===== config.mk =====
export PLATFORM = sky130hd
export DESIGN_NAME = sync_fifo_param
export DESIGN_NICKNAME = d
export VERILOG_FILES = /design/src/rtl/fifo_pkg.sv /design/src/rtl/fifo_ctrl.sv /design/src/rtl/sync_fifo_param.sv
export SDC_FILE = /design/constraint.sdc
export NUM_CORES = 1
export LEC_CHECK = 0
export CAP_MARGIN = 15
export CORE_MARGIN = 2
export CORE_UTILIZATION = 53
export CTS_CLUSTER_DIAMETER = 200
export DETAILED_ROUTE_END_ITERATION = 6
export GPL_TIMING_DRIVEN = 0
export HOLD_SLACK_MARGIN = 0.1
export PLACE_DENSITY = 0.81
export SYNTH_ARGS = -nofsm -noshare
export SYNTH_HDL_FRONTEND = slang
export SYNTH_SLANG_ARGS = --single-unit

===== constraint.sdc =====
create_clock -name clk -period 12.44 [get_ports clk]
set_input_delay 3.732 -clock clk [delete_from_list [all_inputs] [get_ports clk]]
set_output_delay 3.732 -clock clk [all_outputs]
set_load 0.05 [all_outputs]

===== src/rtl/fifo_pkg.sv =====
// Shared widths and error-flag payload for the parameterised synchronous FIFO.
package fifo_pkg;

    function automatic int unsigned ptr_w(input int unsigned depth);
        return (depth > 1) ? int'($clog2(depth)) : 1;
    endfunction

    function automatic int unsigned cnt_w(input int unsigned depth);
        return int'($clog2(depth)) + 1;
    endfunction

    typedef struct packed {
        logic overflow;
        logic underflow;
    } err_flags_t;

endpackage


===== src/rtl/fifo_ctrl.sv =====
// Pointer, occupancy and sticky-error control for a power-of-two FIFO.
module fifo_ctrl
    import fifo_pkg::*;
#(
    parameter int unsigned DEPTH     = 8,
    parameter int unsigned AFULL_TH  = DEPTH - 2,
    parameter int unsigned AEMPTY_TH = 2
) (
    input  logic                      clk,
    input  logic                      rst,
    input  logic                      push,
    input  logic                      pop,
    input  logic                      flush,
    input  logic                      clr_err,
    output logic                      wr_en,
    output logic [ptr_w(DEPTH)-1:0]   wr_addr,
    output logic [ptr_w(DEPTH)-1:0]   rd_addr,
    output logic [cnt_w(DEPTH)-1:0]   count,
    output logic                      full,
    output logic                      empty,
    output logic                      almost_full,
    output logic                      almost_empty,
    output err_flags_t                err
);

    localparam int unsigned PTR_W = ptr_w(DEPTH);
    localparam int unsigned CNT_W = cnt_w(DEPTH);

    logic [PTR_W-1:0] wr_ptr, wr_ptr_d;
    logic [PTR_W-1:0] rd_ptr, rd_ptr_d;
    logic [CNT_W-1:0] cnt_q, cnt_d;
    err_flags_t       err_q, err_d;
    logic             push_ok;
    logic             pop_ok;

    // Status flags are pure decodes of the registered count.
    assign full         = (cnt_q == CNT_W'(DEPTH));
    assign empty        = (cnt_q == '0);
    assign almost_full  = (cnt_q >= CNT_W'(AFULL_TH));
    assign almost_empty = (cnt_q <= CNT_W'(AEMPTY_TH));

    assign count   = cnt_q;
    assign wr_addr = wr_ptr;
    assign rd_addr = rd_ptr;
    assign err     = err_q;

    // Full bypass: a pop on a full FIFO frees the head slot for the same-cycle push.
    always_comb begin
        push_ok  = 1'b0;
        pop_ok   = 1'b0;
        wr_en    = 1'b0;
        wr_ptr_d = wr_ptr;
        rd_ptr_d = rd_ptr;
        cnt_d    = cnt_q;
        err_d    = err_q;

        if (clr_err) begin
            err_d = '0;
        end

        if (flush) begin
            wr_ptr_d = '0;
            rd_ptr_d = '0;
            cnt_d    = '0;
        end else begin
            push_ok = push & (~full | pop);
            pop_ok  = pop & ~empty;
            wr_en   = push_ok & ~rst;

            if (push & ~push_ok) err_d.overflow  = 1'b1;
            if (pop & ~pop_ok)   err_d.underflow = 1'b1;

            if (push_ok) wr_ptr_d = wr_ptr + PTR_W'(1);
            if (pop_ok)  rd_ptr_d = rd_ptr + PTR_W'(1);

            if (push_ok & ~pop_ok)      cnt_d = cnt_q + CNT_W'(1);
            else if (pop_ok & ~push_ok) cnt_d = cnt_q - CNT_W'(1);
        end
    end

    always_ff @(posedge clk or posedge rst) begin
        if (rst) begin
            wr_ptr <= '0;
            rd_ptr <= '0;
            cnt_q  <= '0;
            err_q  <= '0;
        end else begin
            wr_ptr <= wr_ptr_d;
            rd_ptr <= rd_ptr_d;
            cnt_q  <= cnt_d;
            err_q  <= err_d;
        end
    end

endmodule


===== src/rtl/sync_fifo_param.sv =====
// First-word-fall-through synchronous FIFO: storage array around fifo_ctrl.
module sync_fifo_param
    import fifo_pkg::*;
#(
    parameter int unsigned DATA_WIDTH = 32,
    parameter int unsigned DEPTH      = 8,
    parameter int unsigned AFULL_TH   = DEPTH - 2,
    parameter int unsigned AEMPTY_TH  = 2
) (
    input  logic                        clk,
    input  logic                        rst,
    input  logic                        push,
    input  logic                        pop,
    input  logic                        flush,
    input  logic                        clr_err,
    input  logic [DATA_WIDTH-1:0]       din,
    output logic [DATA_WIDTH-1:0]       dout,
    output logic                        full,
    output logic                        empty,
    output logic                        almost_full,
    output logic                        almost_empty,
    output logic [$clog2(DEPTH):0]      count,
    output logic                        overflow,
    output logic                        underflow
);

    localparam int unsigned PTR_W = ptr_w(DEPTH);

    if ((DEPTH < 2) || ((DEPTH & (DEPTH - 1)) != 0)) begin : g_bad_depth
        $error("sync_fifo_param: DEPTH must be a power of two and at least 2");
    end
    if (AFULL_TH > DEPTH) begin : g_bad_afull
        $error("sync_fifo_param: AFULL_TH must not exceed DEPTH");
    end
    if (AEMPTY_TH >= DEPTH) begin : g_bad_aempty
        $error("sync_fifo_param: AEMPTY_TH must be below DEPTH");
    end

    logic [DATA_WIDTH-1:0] mem [DEPTH];
    logic                  wr_en;
    logic [PTR_W-1:0]      wr_addr;
    logic [PTR_W-1:0]      rd_addr;
    err_flags_t            err;

    fifo_ctrl #(
        .DEPTH     (DEPTH),
        .AFULL_TH  (AFULL_TH),
        .AEMPTY_TH (AEMPTY_TH)
    ) u_ctrl (
        .clk          (clk),
        .rst          (rst),
        .push         (push),
        .pop          (pop),
        .flush        (flush),
        .clr_err      (clr_err),
        .wr_en        (wr_en),
        .wr_addr      (wr_addr),
        .rd_addr      (rd_addr),
        .count        (count),
        .full         (full),
        .empty        (empty),
        .almost_full  (almost_full),
        .almost_empty (almost_empty),
        .err          (err)
    );

    // Storage is deliberately unreset; only control state is cleared.
    always_ff @(posedge clk) begin
        if (wr_en) begin
            mem[wr_addr] <= din;
        end
    end

    assign dout      = mem[rd_addr];
    assign overflow  = err.overflow;
    assign underflow = err.underflow;

endmodule


---- Word-level counts from Yosys, hierarchy flattened ----
Memory sizes are Yosys's and may differ from the RTL's.
Index checks and enable logic that the tools add are counted.
cells by class
  equal/unequal tests ..................... 1
  $mul .................................... 0
  shift operators ......................... 0
  mux-type cells .......................... 14
  magnitude comparators ................... 2
  div/mod/pow operators ................... 0
  reductions and logical operators ........ 4
  bitwise logic cells ..................... 13
  $add $sub $neg .......................... 4
operator list
  cell                                                                                 number
  3-bit two-way mux                                                                    4
  4-bit two-way mux                                                                    3
  1-bit bitwise AND                                                                    7
  3-bit by 1-bit adder with 3-bit output, second input constant                        2
  1-bit two-way mux                                                                    5
  1-bit NOT                                                                            5
  4-bit by 1-bit adder with 4-bit output, second input constant                        1
  4-bit equality test, second input constant                                           1
  4-bit by 3-bit greater-or-equal comparator with 1-bit output, second input constant  1
  4-bit by 2-bit <= comparator with 1-bit output, second input constant                1
  4-bit logical NOT                                                                    1
  2-bit two-way mux                                                                    2
  2-bit nonzero test                                                                   2
  4-bit by 1-bit subtractor with 4-bit output, second input constant                   1
  3-bit nonzero test                                                                   1
  1-bit OR                                                                             1
storage, ports and cells
  memories ................................ 1
  word-level logic and storage cells ...... 44
  bits in writable memories ............... 256
  output and inout port bits .............. 42
  input port bits ......................... 38
  register bits after elaboration ......... 12
  ROM bits ................................ 0
  bits in latches ......................... 0
memory list
  name  depth  width  read ports  clocked after Yosys merged registers in  wr ports  RTL line               RTL
  mem   8      32     1           0                                        1         sync_fifo_param.sv:39  logic [DATA_WIDTH-1:0] mem [DEPTH];

---- Logic depth before layout (Yosys ltp) ----
Gate-level depths: netlist of run 1.
  depth after elaboration ................. 9
  depth in mapped cells ................... 10
  mapped depth without buffers ............ 9

---- Modules after synthesis ----
Synthesis of run 1 repeated with hierarchy kept, for this count alone.
second synthesis, totals
  cells, all modules ...................... 461
  area, all modules ....................... 10608.9 µm²
by module, submodules not included
  module           area an instance (µm²)  sequential area each (µm²)  cells each  instances
  sync_fifo_param  9825.7                  7687.4                      383         1
  fifo_ctrl        783.3                   300.3                       78          1

---- Worst setup path after synthesis of run 1 ----
OpenSTA, ideal clock, no wires.
  kind .................................... in2reg
  start ................................... in pop
  end ..................................... mem mem[0][0] (enable)
  setup slack ............................. 4.308 ns
  required time ........................... 11.939 ns
  path buffers ............................ 1
  setup time .............................. 0.501 ns
  data arrival time ....................... 7.631 ns
  stages .................................. 5
  path through ............................ buf_4 inv_2 nand3_1 or4b_1 nor4_1
on the way
  word-level cells in the longest chain between the ends .. 6
RTL lines
  item                                     RTL line               RTL
  start, declared                          sync_fifo_param.sv:13  input logic pop,
  1-bit OR                                 fifo_ctrl.sv:66        push_ok = push & (~full | pop);
  1-bit bitwise AND                        fifo_ctrl.sv:66
  1-bit bitwise AND                        fifo_ctrl.sv:68        wr_en = push_ok & ~rst;
  1-bit two-way mux                        fifo_ctrl.sv:61        if (flush) begin
  1-bit two-way mux                        sync_fifo_param.sv:69  if (wr_en) begin
  1-bit two-way mux (implied by the code)  sync_fifo_param.sv:70  mem[wr_addr] <= din;
  end, declared                            sync_fifo_param.sv:39
Every way passes these cells.

---- Final worst setup path of run 1 ----
  start ................................... reg u_ctrl.rd_ptr[1] (netlist: u_ctrl.rd_addr[1])
  end ..................................... out dout[28]
on the way
  word-level cells in the longest chain between the ends .. 1
RTL lines
  item                    RTL line               RTL
  start, declared         fifo_ctrl.sv:30        logic [PTR_W-1:0] rd_ptr, rd_ptr_d;
  start signal, assigned  fifo_ctrl.sv:89        rd_ptr <= rd_ptr_d;
  memory 8 x 32 bit       n/a
  end, declared           sync_fifo_param.sv:17  output logic [DATA_WIDTH-1:0] dout,
Every way passes these cells.

==> metrics.md, run 1 <==
| Metric | Value |
|---|---|
| Outcome | `completed` |
| Post-CTS Repair Setup Buffers | `0` |
| Biggest area consumer among synthesized cells | `edfxtp_1` |
| Multi-input logic area | `2480 um^2` |
| Num rows | `51` |
| GR Overflow Total | `0` |
| # DRC | `0` |
| Worst Path Buf+Inv | `3` |
| First-pass GRT wire length | `31800 um` |
| Commonest non-fill, non-tap cells in the layout | `edfxtp_1 (256), clkdlybuf4s50_1 (78), mux4_2 (36), mux2_2 (32), mux4_1 (28)` |
| Longest Clk Path Bufs | `3` |
| Leakage | `4.12 nW` |
| Share of the synthesized area in the top cell type | `72.3%` |
| Skew-Pair Late Insertion Delay | `510 ps` |
| Critical path fanouts, max | `10` |
| Non-Filler Instances | `878` |
| FF+latch count, synth | `268` |
| Final Hold Viols | `0` |
| Power Internal | `1.75 mW` |
| Slew of the pin with the lowest slew margin | `974 ps` |
| Setup crit start kind | `flip-flop` |
| Initial cell density of the core | `54.3%` |
| WS Path Type | `reg2out` |
| Placement Cell Area | `12000 um^2` |
| Final Slew Violations | `0` |
| Seq/Total Area, Yosys | `75.1%` |
| Synth async-reset ratio | `4.48%` |
| Hpwl dp | `13000 um` |
| H-tree Lvls | `1` |
| Mapped Cells | `474` |
| Die span in y | `146 um` |
| Worst Setup End Kind | `primary output` |
| PostCTS Resize Cnt | `0` |
| Switching pwr | `0.774 mW` |
| Hold Crit Depth | `2` |
| Clock transition at path regs | `60 ps` |
| Die area | `21200 um^2` |
| Register area | `7990 um^2` |
| Inst Count DP | `833` |
| Die width | `146 um` |
| Tot Pwr | `2.53 mW` |
| Initial antenna violation count | `0` |
| CTS Sinks | `268` |
| Filler cells | `1249` |
| Primary FF master, synth | `edfxtp_1` |
| TritonCTS clock tree | `yes` |
| Pwr Density | `198 nW/um^2` |
| Routed WL | `20800 um` |
| Slew margin rel. | `34.5%` |
| Post-DRT Antenna Nets | `0` |
| Ys Warns | `0` |
| VDD IR-drop max | `0.246 mV` |
| Sw Share | `30.6%` |
| Avg Cell Area, Syn | `22.4 um^2` |
| Final period util | `55.6%` |
| Vias per inst | `5.86` |
| Stages on worst setup path | `5` |
| Layout cell share with drive strength beyond 1 | `22.7%` |
| Crit path max-delay family | `buffers and inverters` |
| Vias in the first global route | `5486` |
| Unrepaired setup endpoints after global routing | `false` |
| # setup viols final | `0` |
| Clk root buf | `clkbuf_16` |
| Netlist cell types | `43` |
| CTS buffer count | `26` |
| Final Cell Area | `12800 um^2` |
| Max-cap violation count | `0` |
| NumNets Final | `639` |
| CP max stage delay | `700 ps` |
| Critical Path RT | `8710 ps` |
| DR pass1 iterations | `4` |
| RePlAce Congestion | `0.828` |
| Syn_nets | `517` |
| Total core area | `19600 um^2` |
| GRT Total Usage | `19.9%` |
| Clock Power Share | `27.6%` |
| Reg2Reg Depth | `8` |
| Port Buffers | `78` |
| DR iter-0 viols | `381` |
| Register share of total power | `40.6%` |
| Hold Path Class | `reg2reg` |
| Post-route minimum period | `6920 ps` |
| Crit-path cells | `buf_2, buf_1, mux4_2, mux2_2, clkdlybuf4s50_1` |
| Inserted Diodes | `0` |
| Via count | `5149` |
| Largest cells by area after synthesis | `edfxtp_1 (72%), mux4_2 (7.6%), mux4_1 (6.9%)` |
| Fmax | `145 MHz` |
| Number of synthesized flops with an enable pin | `256` |
| Layout Utilization | `65.2%` |
| Post-Synthesis Cell Area | `10600 um^2` |
| Area Growth Syn to Fin | `20.1%` |
| Largest net degree at the start of global routing | `25` |
| Hold buffers post-CTS | `0` |
| Routed len/inst | `23.7 um` |
| Most common cell after layout, fill and taps aside | `edfxtp_1` |
| Critical Path AT | `3190 ps` |
| Worst Skew | `6.57 ps` |
| CP max stage cell | `clkdlybuf4s50_1` |
| Combinational Power Share | `31.8%` |
| Setup TNS | `0 ps` |
| I/O pin cnt | `80` |
==> final cells by class <==
type / instances / area share (%)
Clock buffer: 37 / 5.59
Tap cell: 265 / 2.60
Buffer: 25 / 1.51
Multi-Input combinational cell: 173 / 19.4
Sequential cell: 268 / 62.6
Inverter: 8 / 0.235
Timing Repair Buffer: 94 / 7.82
Clock inverter: 8 / 0.284
==> power groups by stage <==
stage / logic, mW / registers (mW) / clock network [mW]
global placement: 0.783 / 1.04 / 0
CTS: 0.813 / 1.03 / 0.712
global route: 0.844 / 1.03 / 0.745
floorplan: 0.556 / 1.07 / 0
finish: 0.804 / 1.03 / 0.699
detailed placement: 0.806 / 1.04 / 0
==> flip-flops by register name, summed over array words and instances (netlist names) <==
signal / flops
mem: 256
u_ctrl.count: 4
u_ctrl.rd_addr: 3
u_ctrl.wr_addr: 3
u_ctrl.err: 2
==> per-stage QoR <==
stage          setup WS (ps)  hold slack (ps)
2_1_floorplan           4310              545
6_report                5520              503
4_1_cts                 5470              515
5_1_grt                 5400              527
3_5_place_dp            5600              483
3_3_place_gp             929              477
==> cells in the mapped netlist (2+ instances only) <==
master	count
clkbuf_1	6
xor2_1	4
edfxtp_1	256
mux2_2	32
buf_4	4
buf_2	3
mux2i_1	2
mux4_2	36
mux4_1	28
nor4_1	3
buf_1	6
dfrtp_1	12
nand2_1	5
nor2_1	21
nand2b_1	2
o211ai_1	2
xnor2_1	3
or3_1	2
buf_6	2
a21oi_1	3
a211oi_1	3
a21o_1	2
ha_1	4
nand3_1	4
nor3_1	2
inv_1	7
buf_12	4
==> layer usage <==
layer  GRT usage, %  vias to the layer above  share of wire (%)
li1               -                     2235                  -
met1           26.1                     2671                 40
met2           35.0                      211                 52
met3           3.10                       32                6.3
met4           5.39                        0                1.8
met5              0                        -                  0
==> worst reg2reg max path, cell delays in order (launching register included) <==
cell	delay (ps)
dfrtp_1	400
buf_4	180
nor3_2	60
nand3_1	150
or4b_1	650
nor4_2	670
buf_4	320
buf_4	220
buf_6	160
==> path summary, 6_finish.rpt <==
path | start | end | slack (ps)
max | u_ctrl.rd_addr[1] | dout[28] | 5520
min | u_ctrl.err[0] | u_ctrl.err[0] | 500
max reg2reg | u_ctrl.count[1] | mem[0][20] | 9320
min reg2reg | u_ctrl.err[0] | u_ctrl.err[0] | 500
max in group asynchronous | rst | u_ctrl.rd_addr[2] | 8380
min in group asynchronous | rst | u_ctrl.count[3] | 3710
==> kinds of logic after synthesis <==
logic type                 share of synthesized area [%]
DFF                                                 75.1
AOI/OAI and AO/OA                                   1.39
adders and majority gates                          0.659
buffers and inverters                               2.10
xor gates and xnor gates                           0.577
muxes                                               18.1
and+or+nand+nor                                     2.01
Power figures use the tool's default switching activity.
==> inputs of run 2 (changes only) <==
Settings changed: CORE_UTILIZATION 53 to 52, PLACE_DENSITY 0.81 to 0.83.
Clock period 12.44 ns to 6.04 ns, I/O delays scaled along.
==> run 2 against run 1 <==
  * Core utilization shrank 1.4 points
  * Via count shrank 0.52%
  * Cell count grew 0.46%
  * Non-clock buffer count shrank 2
  * Wire length grew 0.71%
  * First-iteration DRC count grew 19%
  * Clock power grew 120%
  * Sequential share of layout area shrank 0.45 points
  * Worst hold slack gained 17 ps
  * Die area grew 1.9%
  * Setup slack lost 4500 ps
  * Power grew 110%
  * Critical path type unchanged
  * Highest routed layer unchanged
==> metrics.md, run 2 (same netlist as run 1, synthesis figures left out) <==
| Metric | Value |
|---|---|
| Met1 WL | `8700 um` |
| Total core area | `20200 um^2` |
| Largest net degree at the start of global routing | `24` |
| Clock transition at path regs | `60 ps` |
| Layout cell share with drive strength beyond 1 | `23.2%` |
| Die span in y | `147 um` |
| NumNets Final | `636` |
| CP max stage cell | `clkdlybuf4s50_1` |
| Pwr Density | `414 nW/um^2` |
| Met2 wire length | `10500 um` |
| Fmax | `200 MHz` |
| Critical Path RT | `4230 ps` |
| Vias in the first global route | `5601` |
| Top sig layer | `met4` |
| Port Buffers | `78` |
| GR Overflow Total | `0` |
| Slew of the pin with the lowest slew margin | `947 ps` |
| Critical Path AT | `3180 ps` |
| Final Hold Viols | `0` |
| Routed WL | `21000 um` |
| Setup crit start kind | `flip-flop` |
| DR pass1 iterations | `5` |
| Critical path fanouts, max | `10` |
| Crit-path cells | `buf_2, buf_1, mux4_2, mux2_2, clkdlybuf4s50_1` |
| Die width | `147 um` |
| Max reg flops | `256` |
| Final Slew Violations | `0` |
| H-tree Lvls | `1` |
| Post-CTS Repair Setup Buffers | `0` |
| Clk root buf | `clkbuf_16` |
| GRT Total Usage | `19.8%` |
| Initial cell density of the core | `52.7%` |
| WS Path Type | `reg2out` |
| # DRC | `0` |
| Inst Count DP | `836` |
| Commonest non-fill, non-tap cells in the layout | `edfxtp_1 (256), clkdlybuf4s50_1 (78), mux4_2 (36), mux2_2 (32), mux4_1 (28)` |
| CTS Sinks | `268` |
| Slew margin rel. | `36.4%` |
| Inserted Diodes | `0` |
| Unrepaired setup endpoints after global routing | `false` |
| Initial antenna violation count | `1` |
| Max-cap violation count | `0` |
| Skew-Pair Late Insertion Delay | `530 ps` |
| DR iter-0 viols | `453` |
| Filler cells | `1313` |
| Setup TNS | `0 ps` |
| Worst Skew | `25.7 ps` |
| Vias per inst | `5.81` |
| Outcome | `completed` |
| First-pass GRT wire length | `32100 um` |
| Worst Setup End Kind | `primary output` |
| Largest register by flop count | `mem` |
| Num rows | `52` |
| Tot Pwr | `5.33 mW` |
| Most common cell after layout, fill and taps aside | `edfxtp_1` |
| Non-Filler Instances | `882` |
| Routed wl met3 | `1290 um` |
| PostCTS Resize Cnt | `0` |
| Hpwl dp | `13200 um` |
| I/O pin cnt | `80` |
| Die area | `21600 um^2` |
| Final period util | `82.7%` |
| CP max stage delay | `710 ps` |
| Post-route minimum period | `4990 ps` |
| Hold Path Class | `reg2reg` |
| Longest Clk Path Bufs | `3` |
| Post-DRT Antenna Nets | `0` |
| CTS buffer count | `25` |
| TritonCTS clock tree | `yes` |
| Layout Utilization | `63.8%` |
| Hold buffers post-CTS | `0` |
| # setup viols final | `0` |
| Area Growth Syn to Fin | `21.0%` |
| Via count | `5122` |
| Routed len/inst | `23.8 um` |
| RePlAce Congestion | `0.839` |
| VDD IR-drop max | `0.426 mV` |
| Leakage | `4.15 nW` |
==> run 2: report_power, final <==
group | internal, mW | switching [mW]
clock network | 0.927 | 0.637
registers | 2.08 | 0.0297
logic | 0.715 | 0.937
total | 3.72 | 1.60
==> run 2: final timing paths <==
| path | from | endpoint | slack [ps] | cells past startpoint |
|---|---|---|---|---|
| max | u_ctrl.rd_addr[1] | dout[27] | 1050 | 5 |
| min | u_ctrl.err[0] | u_ctrl.err[0] | 520 | 2 |
| max reg2reg | u_ctrl.count[1] | mem[0][6] | 3080 | 7 |
| min reg2reg | u_ctrl.err[0] | u_ctrl.err[0] | 520 | 2 |
| max in group asynchronous | rst | u_ctrl.rd_addr[1] | 3810 | 2 |
| min in group asynchronous | rst | u_ctrl.err[1] | 1870 | 2 |
==> run 2: cell type report <==
| cell class | count | area, um^2 | area share, % |
|---|---|---|---|
| Clock inverter | 18 | 186 | 1.45 |
| Clock buffer | 28 | 637 | 4.95 |
| Multi-Input combinational cell | 173 | 2490 | 19.3 |
| Buffer | 25 | 193 | 1.50 |
| Sequential cell | 268 | 7990 | 62.1 |
| Timing Repair Buffer | 92 | 1000 | 7.79 |
| Tap cell | 270 | 338 | 2.63 |
| Inverter | 8 | 30.0 | 0.234 |
==> run 2: critical path, delay by kind of cell, from the launching register on <==
kind / cells / cell delay [ps]
DFF: 1 / 380
muxes: 2 / 730
buffers and inverters: 3 / 1560
==> run 2: per-layer routing <==
metal | vias to the layer above | global-route usage (%)
met4 | 0 | 5.63
met5 | - | 0
met1 | 2668 | 26.9
met2 | 177 | 33.1
li1 | 2244 | -
met3 | 33 | 4.13
==> run 2: metrics by stage <==
step / hold WS [ps] / instance area, um^2 / setup WS [ps]
2_1_floorplan: 545 / 10600 / 146
3_3_place_gp: 475 / 11800 / -3270
3_5_place_dp: 490 / 12000 / 1360
4_1_cts: 523 / 12900 / 1030
5_1_grt: 579 / 12900 / 944
6_report: 521 / 12900 / 1050
